[config.mk]
export PLATFORM = sky130hd
export DESIGN_NAME = sfp_port_bringup_sequencer
export DESIGN_NICKNAME = d
export VERILOG_FILES = /design/src/rtl/sfp_bringup_pkg.sv /design/src/rtl/us_tick_generator.sv /design/src/rtl/sfp_port_bringup_sequencer.sv
export SDC_FILE = /design/constraint.sdc
export NUM_CORES = 1
export LEC_CHECK = 0
export BUFFER_PORTS_ARGS = -buffer_cell sky130_fd_sc_hd__buf_2
export CAP_MARGIN = 40
export CORE_ASPECT_RATIO = 1.5
export CORE_MARGIN = 5
export CORE_UTILIZATION = 35
export CTS_BUF_LIST = sky130_fd_sc_hd__clkbuf_2 sky130_fd_sc_hd__clkbuf_4 sky130_fd_sc_hd__clkbuf_8
export DETAILED_ROUTE_END_ITERATION = 8
export PLACE_DENSITY_LB_ADDON = 0.08
export RECOVER_POWER = 100
export SYNTH_ARGS = -nofsm -noshare
export SYNTH_HDL_FRONTEND = slang
export SYNTH_SLANG_ARGS = --single-unit
[constraint.sdc]
create_clock -name i_clock -period 3.6 [get_ports i_clock]
set_clock_uncertainty 0.15 [all_clocks]
set_input_delay 0.18 -clock i_clock [delete_from_list [all_inputs] [get_ports i_clock]]
set_output_delay 0.18 -clock i_clock [all_outputs]
set_load 0.05 [all_outputs]
[src/rtl/sfp_bringup_pkg.sv]
// Shared state encoding and elaboration helpers for the SFP port bring-up sequencer.
package sfp_bringup_pkg;

    typedef logic [2:0] port_state_t;

    localparam port_state_t StInit      = 3'd0;
    localparam port_state_t StAbsent    = 3'd1;
    localparam port_state_t StTxDisable = 3'd2;
    localparam port_state_t StXcvrReset = 3'd3;
    localparam port_state_t StXcvrWait  = 3'd4;
    localparam port_state_t StLinkWait  = 3'd5;
    localparam port_state_t StUp        = 3'd6;
    localparam port_state_t StFault     = 3'd7;

    localparam int unsigned RetryWidth = 4;

    function automatic int unsigned us_to_ticks(input int unsigned freq_hz);
        return freq_hz / 1_000_000;
    endfunction

    function automatic int unsigned timer_width(input int unsigned a, input int unsigned b,
                                                input int unsigned c, input int unsigned d);
        int unsigned m;
        m = a;
        if (b > m) m = b;
        if (c > m) m = c;
        if (d > m) m = d;
        return $clog2(m + 1);
    endfunction

endpackage

[src/rtl/us_tick_generator.sv]
// Free-running prescaler producing a single-cycle pulse once per microsecond.
module us_tick_generator
    import sfp_bringup_pkg::*;
#(
    parameter int unsigned CLOCK_FREQUENCY = 125_000_000
) (
    input  logic i_clock,
    input  logic i_reset,
    output logic o_tick
);
    localparam int unsigned Divide     = us_to_ticks(CLOCK_FREQUENCY);
    localparam int unsigned CountWidth = $clog2(Divide);

    logic [CountWidth-1:0] count_q;

    assign o_tick = (count_q == CountWidth'(Divide - 1));

    always_ff @(posedge i_clock) begin
        if (i_reset || o_tick) begin
            count_q <= '0;
        end else begin
            count_q <= count_q + CountWidth'(1);
        end
    end

endmodule

[src/rtl/sfp_port_bringup_sequencer.sv]
// Multi-port SFP bring-up supervisor: global power-up delay, shared 1 us tick, one FSM per port.
module sfp_port_bringup_sequencer
    import sfp_bringup_pkg::*;
#(
    parameter int unsigned NUM_PORTS         = 2,
    parameter int unsigned CLOCK_FREQUENCY   = 125_000_000,
    parameter int unsigned POWERUP_DELAY_US  = 20_000,
    parameter int unsigned TX_DISABLE_US     = 10,
    parameter int unsigned XCVR_RESET_US     = 1,
    parameter int unsigned LINK_TIMEOUT_US   = 100_000,
    parameter int unsigned FAULT_RETRY_LIMIT = 3
) (
    input  logic                 i_clock,
    input  logic                 i_reset,
    input  logic [NUM_PORTS-1:0] i_sfp_mod_prsnt_n,
    input  logic [NUM_PORTS-1:0] i_sfp_los,
    input  logic [NUM_PORTS-1:0] i_sfp_tx_fault,
    input  logic [NUM_PORTS-1:0] i_xcvr_ready,
    input  logic [NUM_PORTS-1:0] i_link_up,
    output logic [NUM_PORTS-1:0] o_sfp_tx_disable,
    output logic [NUM_PORTS-1:0] o_xcvr_reset,
    output logic [NUM_PORTS-1:0] o_port_up,
    output logic [NUM_PORTS-1:0] o_port_fault,
    output logic                 o_powerup_done
);
    localparam int unsigned TimerWidth =
        timer_width(POWERUP_DELAY_US, TX_DISABLE_US, XCVR_RESET_US, LINK_TIMEOUT_US);

    localparam logic [TimerWidth-1:0] PowerupLast     = TimerWidth'(POWERUP_DELAY_US - 1);
    localparam logic [TimerWidth-1:0] TxDisableLast   = TimerWidth'(TX_DISABLE_US - 1);
    localparam logic [TimerWidth-1:0] XcvrResetLast   = TimerWidth'(XCVR_RESET_US - 1);
    localparam logic [TimerWidth-1:0] LinkTimeoutLast = TimerWidth'(LINK_TIMEOUT_US - 1);
    localparam logic [RetryWidth-1:0] RetryLimit      = RetryWidth'(FAULT_RETRY_LIMIT);

    if (CLOCK_FREQUENCY % 1_000_000 != 0 || CLOCK_FREQUENCY < 2_000_000 ||
        NUM_PORTS < 1 || NUM_PORTS > 8 ||
        FAULT_RETRY_LIMIT < 1 || FAULT_RETRY_LIMIT > 15) begin : g_bad_params
        $error("sfp_port_bringup_sequencer: illegal parameter value");
    end

    logic us_tick;

    us_tick_generator #(
        .CLOCK_FREQUENCY(CLOCK_FREQUENCY)
    ) u_us_tick (
        .i_clock(i_clock),
        .i_reset(i_reset),
        .o_tick (us_tick)
    );

    // Global power-up delay; the done flag is sticky until reset.
    logic [TimerWidth-1:0] pwr_tmr_q;
    logic                  powerup_done_q;

    always_ff @(posedge i_clock) begin
        if (i_reset) begin
            pwr_tmr_q      <= '0;
            powerup_done_q <= 1'b0;
        end else if (us_tick && !powerup_done_q) begin
            if (pwr_tmr_q == PowerupLast) begin
                powerup_done_q <= 1'b1;
            end else begin
                pwr_tmr_q <= pwr_tmr_q + TimerWidth'(1);
            end
        end
    end

    assign o_powerup_done = powerup_done_q;

    logic [NUM_PORTS-1:0] prsnt_n_meta_q, prsnt_n_sync_q;
    logic [NUM_PORTS-1:0] los_meta_q, los_sync_q;
    logic [NUM_PORTS-1:0] fault_meta_q, fault_sync_q;

    always_ff @(posedge i_clock) begin
        if (i_reset) begin
            prsnt_n_meta_q <= '1;
            prsnt_n_sync_q <= '1;
            los_meta_q     <= '1;
            los_sync_q     <= '1;
            fault_meta_q   <= '0;
            fault_sync_q   <= '0;
        end else begin
            prsnt_n_meta_q <= i_sfp_mod_prsnt_n;
            prsnt_n_sync_q <= prsnt_n_meta_q;
            los_meta_q     <= i_sfp_los;
            los_sync_q     <= los_meta_q;
            fault_meta_q   <= i_sfp_tx_fault;
            fault_sync_q   <= fault_meta_q;
        end
    end

    for (genvar p = 0; p < NUM_PORTS; p++) begin : g_port
        port_state_t           state_q, state_d;
        logic [TimerWidth-1:0] tmr_q;
        logic [RetryWidth-1:0] retry_q, retry_d, retry_inc;
        logic                  present, los, tx_fault, ready, link;
        logic                  fault_window, link_timeout;
        logic                  tx_dis, xrst, up, flt;

        assign present      = ~prsnt_n_sync_q[p];
        assign los          = los_sync_q[p];
        assign tx_fault     = fault_sync_q[p];
        assign ready        = i_xcvr_ready[p];
        assign link         = i_link_up[p];
        assign retry_inc    = retry_q + RetryWidth'(1);
        assign link_timeout = us_tick && (tmr_q == LinkTimeoutLast);
        assign fault_window = (state_q == StXcvrReset) || (state_q == StXcvrWait) ||
                              (state_q == StLinkWait)  || (state_q == StUp);

        always_comb begin
            state_d = state_q;
            retry_d = (state_q == StAbsent) ? '0 : retry_q;
            if (state_q != StInit && state_q != StAbsent && !present) begin
                state_d = StAbsent;
            end else if (fault_window && tx_fault) begin
                retry_d = retry_inc;
                state_d = (retry_inc >= RetryLimit) ? StFault : StTxDisable;
            end else begin
                case (state_q)
                    StInit:      if (powerup_done_q) state_d = StAbsent;
                    StAbsent:    if (present) state_d = StTxDisable;
                    StTxDisable: if (us_tick && tmr_q == TxDisableLast) state_d = StXcvrReset;
                    StXcvrReset: if (us_tick && tmr_q == XcvrResetLast) state_d = StXcvrWait;
                    StXcvrWait: begin
                        if (ready)             state_d = StLinkWait;
                        else if (link_timeout) state_d = StXcvrReset;
                    end
                    StLinkWait: begin
                        if (link && !los)      state_d = StUp;
                        else if (link_timeout) state_d = StXcvrReset;
                    end
                    StUp: begin
                        if (!ready)            state_d = StXcvrWait;
                        else if (los || !link) state_d = StLinkWait;
                    end
                    default: ;
                endcase
            end
        end

        // Timer restarts on every state entry; it may wrap harmlessly in untimed states.
        always_ff @(posedge i_clock) begin
            if (i_reset) begin
                state_q <= StInit;
                tmr_q   <= '0;
                retry_q <= '0;
            end else begin
                state_q <= state_d;
                retry_q <= retry_d;
                if (state_d != state_q) begin
                    tmr_q <= '0;
                end else if (us_tick) begin
                    tmr_q <= tmr_q + TimerWidth'(1);
                end
            end
        end

        always_comb begin
            tx_dis = 1'b0;
            xrst   = 1'b0;
            up     = 1'b0;
            flt    = 1'b0;
            case (state_q)
                StInit, StAbsent, StTxDisable: begin
                    tx_dis = 1'b1;
                    xrst   = 1'b1;
                end
                StXcvrReset: xrst = 1'b1;
                StUp:        up   = 1'b1;
                StFault: begin
                    tx_dis = 1'b1;
                    xrst   = 1'b1;
                    flt    = 1'b1;
                end
                default: ;
            endcase
        end

        assign o_sfp_tx_disable[p] = tx_dis;
        assign o_xcvr_reset[p]     = xrst;
        assign o_port_up[p]        = up;
        assign o_port_fault[p]     = flt;
    end

endmodule

* Word-level counts from Yosys, hierarchy flattened *
Cells that the tools add are included.

word-level totals
  flip-flop bits (word level) = 85
  bits in latches = 0
  memory bits (writable) = 0
  ROM bits = 0
  input bits = 12
  output and inout bits = 9
  memories kept = 0

cells by class
  add/subtract/negate cells = 6
  $mul = 0
  divide/modulo/power cells = 0
  magnitude comparators = 2
  eq/ne operators = 24
  shift operators = 0
  muxes and demuxes = 40
  bitwise gates (word level) = 1
  reduce and logical (&&, ||, !) cells = 43

operators with widths
  operator               number
  $mux 3                 24
  $add 17x1->17 const B  3
  $pmux 3 s7             2
  $eq 17x17->1 const B   2
  $eq 17x4->1 const B    2
  $logic_not 17->1       2
  $eq 3x3->1 const B     8
  $mux 4                 6
  $eq 17x15->1 const B   1
  $logic_and 1x1->1      15
  $eq 3x2->1 const B     4
  $reduce_or 5->1        2
  $logic_or 1x1->1       9
  $add 4x1->4 const B    2
  $ge 4x2->1 const B     2
  $mux 1                 8
  $reduce_or 4->1        2
  $add 7x1->7 const B    1
  $eq 7x7->1 const B     1
  $eq 3x1->1 const B     2
  $logic_not 3->1        2
  $ne 3x1->1 const B     2
  $ne 3x3->1             2
  $reduce_bool 3->1      2
  other kinds (4)        10

* Logic depth before layout (Yosys ltp) *
  depth after elaboration = 9
  depth in mapped cells = 10
  gate-level depth less buffers = 9

* Hierarchy *
Synthesis repeated with hierarchy kept, for this count alone.

second synthesis, totals
  cells, all modules = 542
  area, all modules = 4608.2 µm²

by module, submodules not included
  module                      times used  cells an instance  area each (µm²)  sequential area each (µm²)
  sfp_port_bringup_sequencer  1           509                4296.6           1561.5
  us_tick_generator           1           33                 311.5            140.1

* Worst setup path before layout *
Ideal clock, no wire load.

  kind = reg2reg
  start point = register g_port[1].tmr_q[11]
  end point = register g_port[1].tmr_q[10]
  setup time = 0.112 ns
  arrival = 2.438 ns
  required time = 3.338 ns
  path slack = 0.900 ns
  cell stages (with the launch flop) = 9
  path buffers = 1
  path through = dfxtp_1 > or4_4 > or4_4 > nor4_4 > o211ai_1 > nand2_1 > mux2i_4 > buf_6 > nor2_1

on the way
  longest elaborated chain between the ends = 9

RTL lines
  what                              RTL line                                                              text
  start: declaration                sfp_port_bringup_sequencer.sv:94                                      logic [TimerWidth-1:0] tmr_q;
  start signal: assignment          sfp_port_bringup_sequencer.sv:153                                     tmr_q <= tmr_q + TimerWidth'(1);
  $eq 17x17->1                      sfp_port_bringup_sequencer.sv:106                                     assign link_timeout = us_tick && (tmr_q == LinkTimeoutLast);
  $logic_and 1x1->1                 sfp_port_bringup_sequencer.sv:106
  $mux 3                            sfp_port_bringup_sequencer.sv:126, sfp_port_bringup_sequencer.sv:130
  $mux 3, on equally long branches  sfp_port_bringup_sequencer.sv:129, sfp_port_bringup_sequencer.sv:125
  $pmux 3 s7 (*)                    sfp_port_bringup_sequencer.sv:119                                     case (state_q)
  $mux 3 (*)                        sfp_port_bringup_sequencer.sv:115                                     end else if (fault_window && tx_fault) begin
  $mux 3 (*)                        sfp_port_bringup_sequencer.sv:113                                     if (state_q != StInit && state_q != StAbsent && !present) begin
  $ne 3x3->1 (*)                    sfp_port_bringup_sequencer.sv:150                                     if (state_d != state_q) begin
  $reduce_or 2->1 (no line) (*)     --

Mark *: on every way between the ends. The rest lies on a longest branch, timed or not.
A chain may end at the register's enable or synchronous reset.

* Final worst setup path *
  start point = register g_port[0].tmr_q[5]
  end point = register g_port[0].tmr_q[9]

on the way
  longest elaborated chain between the ends = 9

RTL lines
  what                              RTL line
  start: declaration                sfp_port_bringup_sequencer.sv:94
  start signal: assignment          sfp_port_bringup_sequencer.sv:153
  $eq 17x17->1                      sfp_port_bringup_sequencer.sv:106
  $logic_and 1x1->1                 sfp_port_bringup_sequencer.sv:106
  $mux 3                            sfp_port_bringup_sequencer.sv:126, sfp_port_bringup_sequencer.sv:130
  $mux 3, on equally long branches  sfp_port_bringup_sequencer.sv:129, sfp_port_bringup_sequencer.sv:125
  $pmux 3 s7                        sfp_port_bringup_sequencer.sv:119
  $mux 3                            sfp_port_bringup_sequencer.sv:115
  $mux 3                            sfp_port_bringup_sequencer.sv:113
  $ne 3x3->1                        sfp_port_bringup_sequencer.sv:150
  $reduce_or 2->1 (no line)         --

Parallel ways exist; a longest one is shown, timed or not.

==> summary.txt <==
Power and ir drop
  – Sw Share: 0.2225
  – Max rail drop VDD: 0.1484 mV
  – Share of power burned in registers: 0.554
  – Combinational Power Share: 0.030
  – Cell Pwr Density: 344.8 nW/µm²
  – Int Pwr: 0.001340 W
  – Clk network pwr share: 0.416
  – Leak pwr: 1.769 nW
  – NetSw: 0.0003837 W

Timing
  – Final setup vio count: 0
  – Fmax: 319.2 MHz
  – Setup_tns: 0 ps
  – RSZ-0062 raised after global routing: no
  – Post-route minimum period: 3133 ps
  – Slew Viols, Final: 0
  – Final Hold Fails: 0
  – Final period util: 0.8703
  – Worst-Margin Slew: 1472 ps
  – Slew HR: 0.01843

Clock tree
  – Post_cts resized: 0
  – CTS tree: yes
  – CTS sink cnt: 85
  – H-tree depth: 3
  – Root buf cell: clkbuf_8
  – Clk Latency, worst-skew pair: 360 ps
  – Clock-pin slew on the worst setup and hold paths: 90 ps
  – Postcts setup bufs: 0
  – Longest Clk Path Bufs: 2
  – CTS buffer count: 9

Synthesis
  – Synth Flop Type: dfxtp_1
  – Ys async rst share: 0
  – Synth Area per Inst: 8.231 µm²
  – #FFs+latches synth: 85
  – Leading area contributor after synthesis: dfxtp_1
  – Syn nets: 580
  – Gate Count Post-Synth: 555
  – YS warnings: 0
  – Synth top area share: 0.3725
  – Yosys cell types: 58
  – Top cells by area, synth: dfxtp_1 (37%), nor2_1 (6.4%), xnor2_1 (5.9%)
  – Post-Syn Area: 4568 µm²
  – Sequential area share after synthesis: 0.3725
  – EDFF count, synth: 0

Placement
  – Inst Count DP: 713
  – I/O Buffers: 20
  – Placer Congestion: 0.7944
  – Placed Area: 4771 µm²
  – DPL Wire Length: 7352 µm

Drt
  – Avg WL per Cell: 13.82 µm
  – Routed vias: 3,806
  – Initial DRC count: 94
  – First-pass iteration count of the detailed router: 4
  – Final wirelength: 10,160 µm
  – Vias/cell: 5.178
  – Drt drc: 0
  – Remaining antenna violation count: 0

Final layout
  – Fin nets: 596
  – Area Overhead vs Synth: 9.450%
  – Layout cells sized above 1: 0.08681
  – Commonest non-fill, non-tap cell in the layout: dfxtp_1
  – Non-Filler Instances: 735
  – Most frequent cells in the layout: dfxtp_1 (85), nor2_1 (78), nand2_1 (50)
  – Design area: 5000 µm²
  – Antenna diodes: 0

Worst setup path
  – Worst path arrival time: 3220 ps
  – Critical path depth: 8
  – WP data required: 3680 ps
  – Worst Setup EP: g_port[0].tmr_q[9]
  – Slowest-stage cell, CP: or4_1
  – Crit path launch: g_port[0].tmr_q[5]
  – Worst setup SP type: flop
  – WP buf/inv: 1
  – CP peak stage delay: 590 ps
  – Critical path fanouts, max: 17
  – Crit path cell chain: or4_1, nor4_1, a21boi_0, nor3b_1, mux2_1, o211ai_1, clkbuf_2, nor3b_1
  – WS Path Type: flop to flop
  – Worst R2R Start: g_port[0].tmr_q[5]
  – Crit path max-delay family: simple AND/OR/NAND/NOR gates
  – FF-to-FF path depth: 8
  – Critical Path Most Common Cell: nor3b_1
  – Crit. End Element: flop
  – Reg2reg end: g_port[0].tmr_q[9]
  – Reg2reg setup slack: 470 ps

Floorplanning
  – Std-Cell Rows: 51
  – Initial Util: 0.3544
  – Die Y: 149.9 µm
  – Die area: 15,480 µm²
  – Core Region: 12,890 µm²
  – IO Pins: 21
  – Die width: 103.3 µm

Global route
  – Largest net degree at the start of global routing: 36
  – GRT Util Overall: 0.1418
  – Global route overflow: 0
  – Vias in the first global route: 3,796
  – Global-route wire length before repair: 17,580 µm
  – Initial antenna violation count: 0

Status
  – Status: complete, no violations

Hold path
  – Hold WC Path Type: flop to flop

Run
  – Max_cap viols: 0
[synthesized netlist by cell type, types with 3 or more instances]
cell type   n
a31oi_1     4
o31ai_1     3
or2_2      10
and4_1      5
nand3_1    32
mux2_2      4
nor2b_1    14
nor4_1      8
xnor2_1    31
or4_1       3
nor2_1     78
o21ai_0    10
nor3b_1     7
xor2_1     25
mux2i_1     4
nand2b_1    7
nand4_1    16
a21oi_1    17
and2_1      5
or3_1       8
buf_4       8
inv_1      17
dfxtp_1    85
clkbuf_1   16
a211oi_1    3
nand3b_1    4
nand2_1    50
nor3_1     18
ha_1       13
and3_1     13
[layout make-up]
type,instances,area (µm²)
Tap cell,159,198.9
Fill cell,1377,7890
Multi-Input combinational cell,426,2645
Timing Repair Buffer,32,176.4
Sequential cell,85,1702
Clock buffer,12,158.9
Inverter,17,63.81
Clock inverter,4,55.05
[kinds of logic after synthesis]
| group | count (synthesis) | synth area share |
|---|---|---|
| AOI/OAI and AO/OA | 59 | 0.08710 |
| xor gates and xnor gates | 56 | 0.1074 |
| adders and majority gates | 13 | 0.03561 |
| buffers and inverters | 44 | 0.04492 |
| DFF | 85 | 0.3725 |
| muxes | 9 | 0.02355 |
| and+or+nand+nor | 289 | 0.3290 |
[through the flow]
stage	hold slack, ps	setup WS [ps]	power [W]	utilization
global placement	216.1	625.5	0.001026	0.3701
global route	281.8	216.8	0.001811	0.3879
detailed placement	219.4	602.6	0.001027	0.3701
CTS	64.05	584.9	0.001769	0.3914
floorplan	133.8	900.2	0.001009	-
finish	262.8	467.0	0.001724	0.3879
[worst min-delay path by stage]
stage	depth (start not counted)	slack, ps	start	end
2_1_floorplan	1	130	i_sfp_los[0]	los_meta_q[0]
4_1_cts	2	60	i_reset	g_port[0].state_q[0]
6_report	1	260	prsnt_n_meta_q[0]	prsnt_n_sync_q[0]
3_3_place_gp	2	220	i_sfp_mod_prsnt_n[0]	prsnt_n_meta_q[0]
3_5_place_dp	2	220	i_sfp_mod_prsnt_n[0]	prsnt_n_meta_q[0]
5_1_grt	1	280	prsnt_n_meta_q[1]	prsnt_n_sync_q[1]
[flip-flops by register name, summed over array words and instances (netlist names)]
signal	flops
o_powerup_done	1
g_port.tmr_q	34
g_port.state_q	6
prsnt_n_sync_q	2
prsnt_n_meta_q	2
los_meta_q	2
u_us_tick.count_q	7
pwr_tmr_q	17
los_sync_q	2
fault_meta_q	2
fault_sync_q	2
g_port.retry_q	8
[power groups by stage]
stage / registers, W / clock network [W] / logic [W]
2_1_floorplan: 0.000975 / 0 / 0.0000344
3_3_place_gp: 0.000978 / 0 / 0.0000483
3_5_place_dp: 0.000978 / 0 / 0.0000491
4_1_cts: 0.000956 / 0.000759 / 0.0000542
5_1_grt: 0.000957 / 0.000796 / 0.0000585
6_report: 0.000956 / 0.000718 / 0.0000511
[per-layer routing]
layer,vias to the layer above,routed length (µm),global-route usage
li1,1949,-,-
met1,1782,4609,0.1744
met2,60,4985,0.2391
met3,15,330,0.02379
met4,0,231,0.06222
met5,-,0,0
[repair_timing]
action	4_1_cts	5_1_grt
hold endpoints to repair	6	0
hold buffers	6	0
endpoints found under the setup margin	0	0
(Power assumes the default switching activity.)
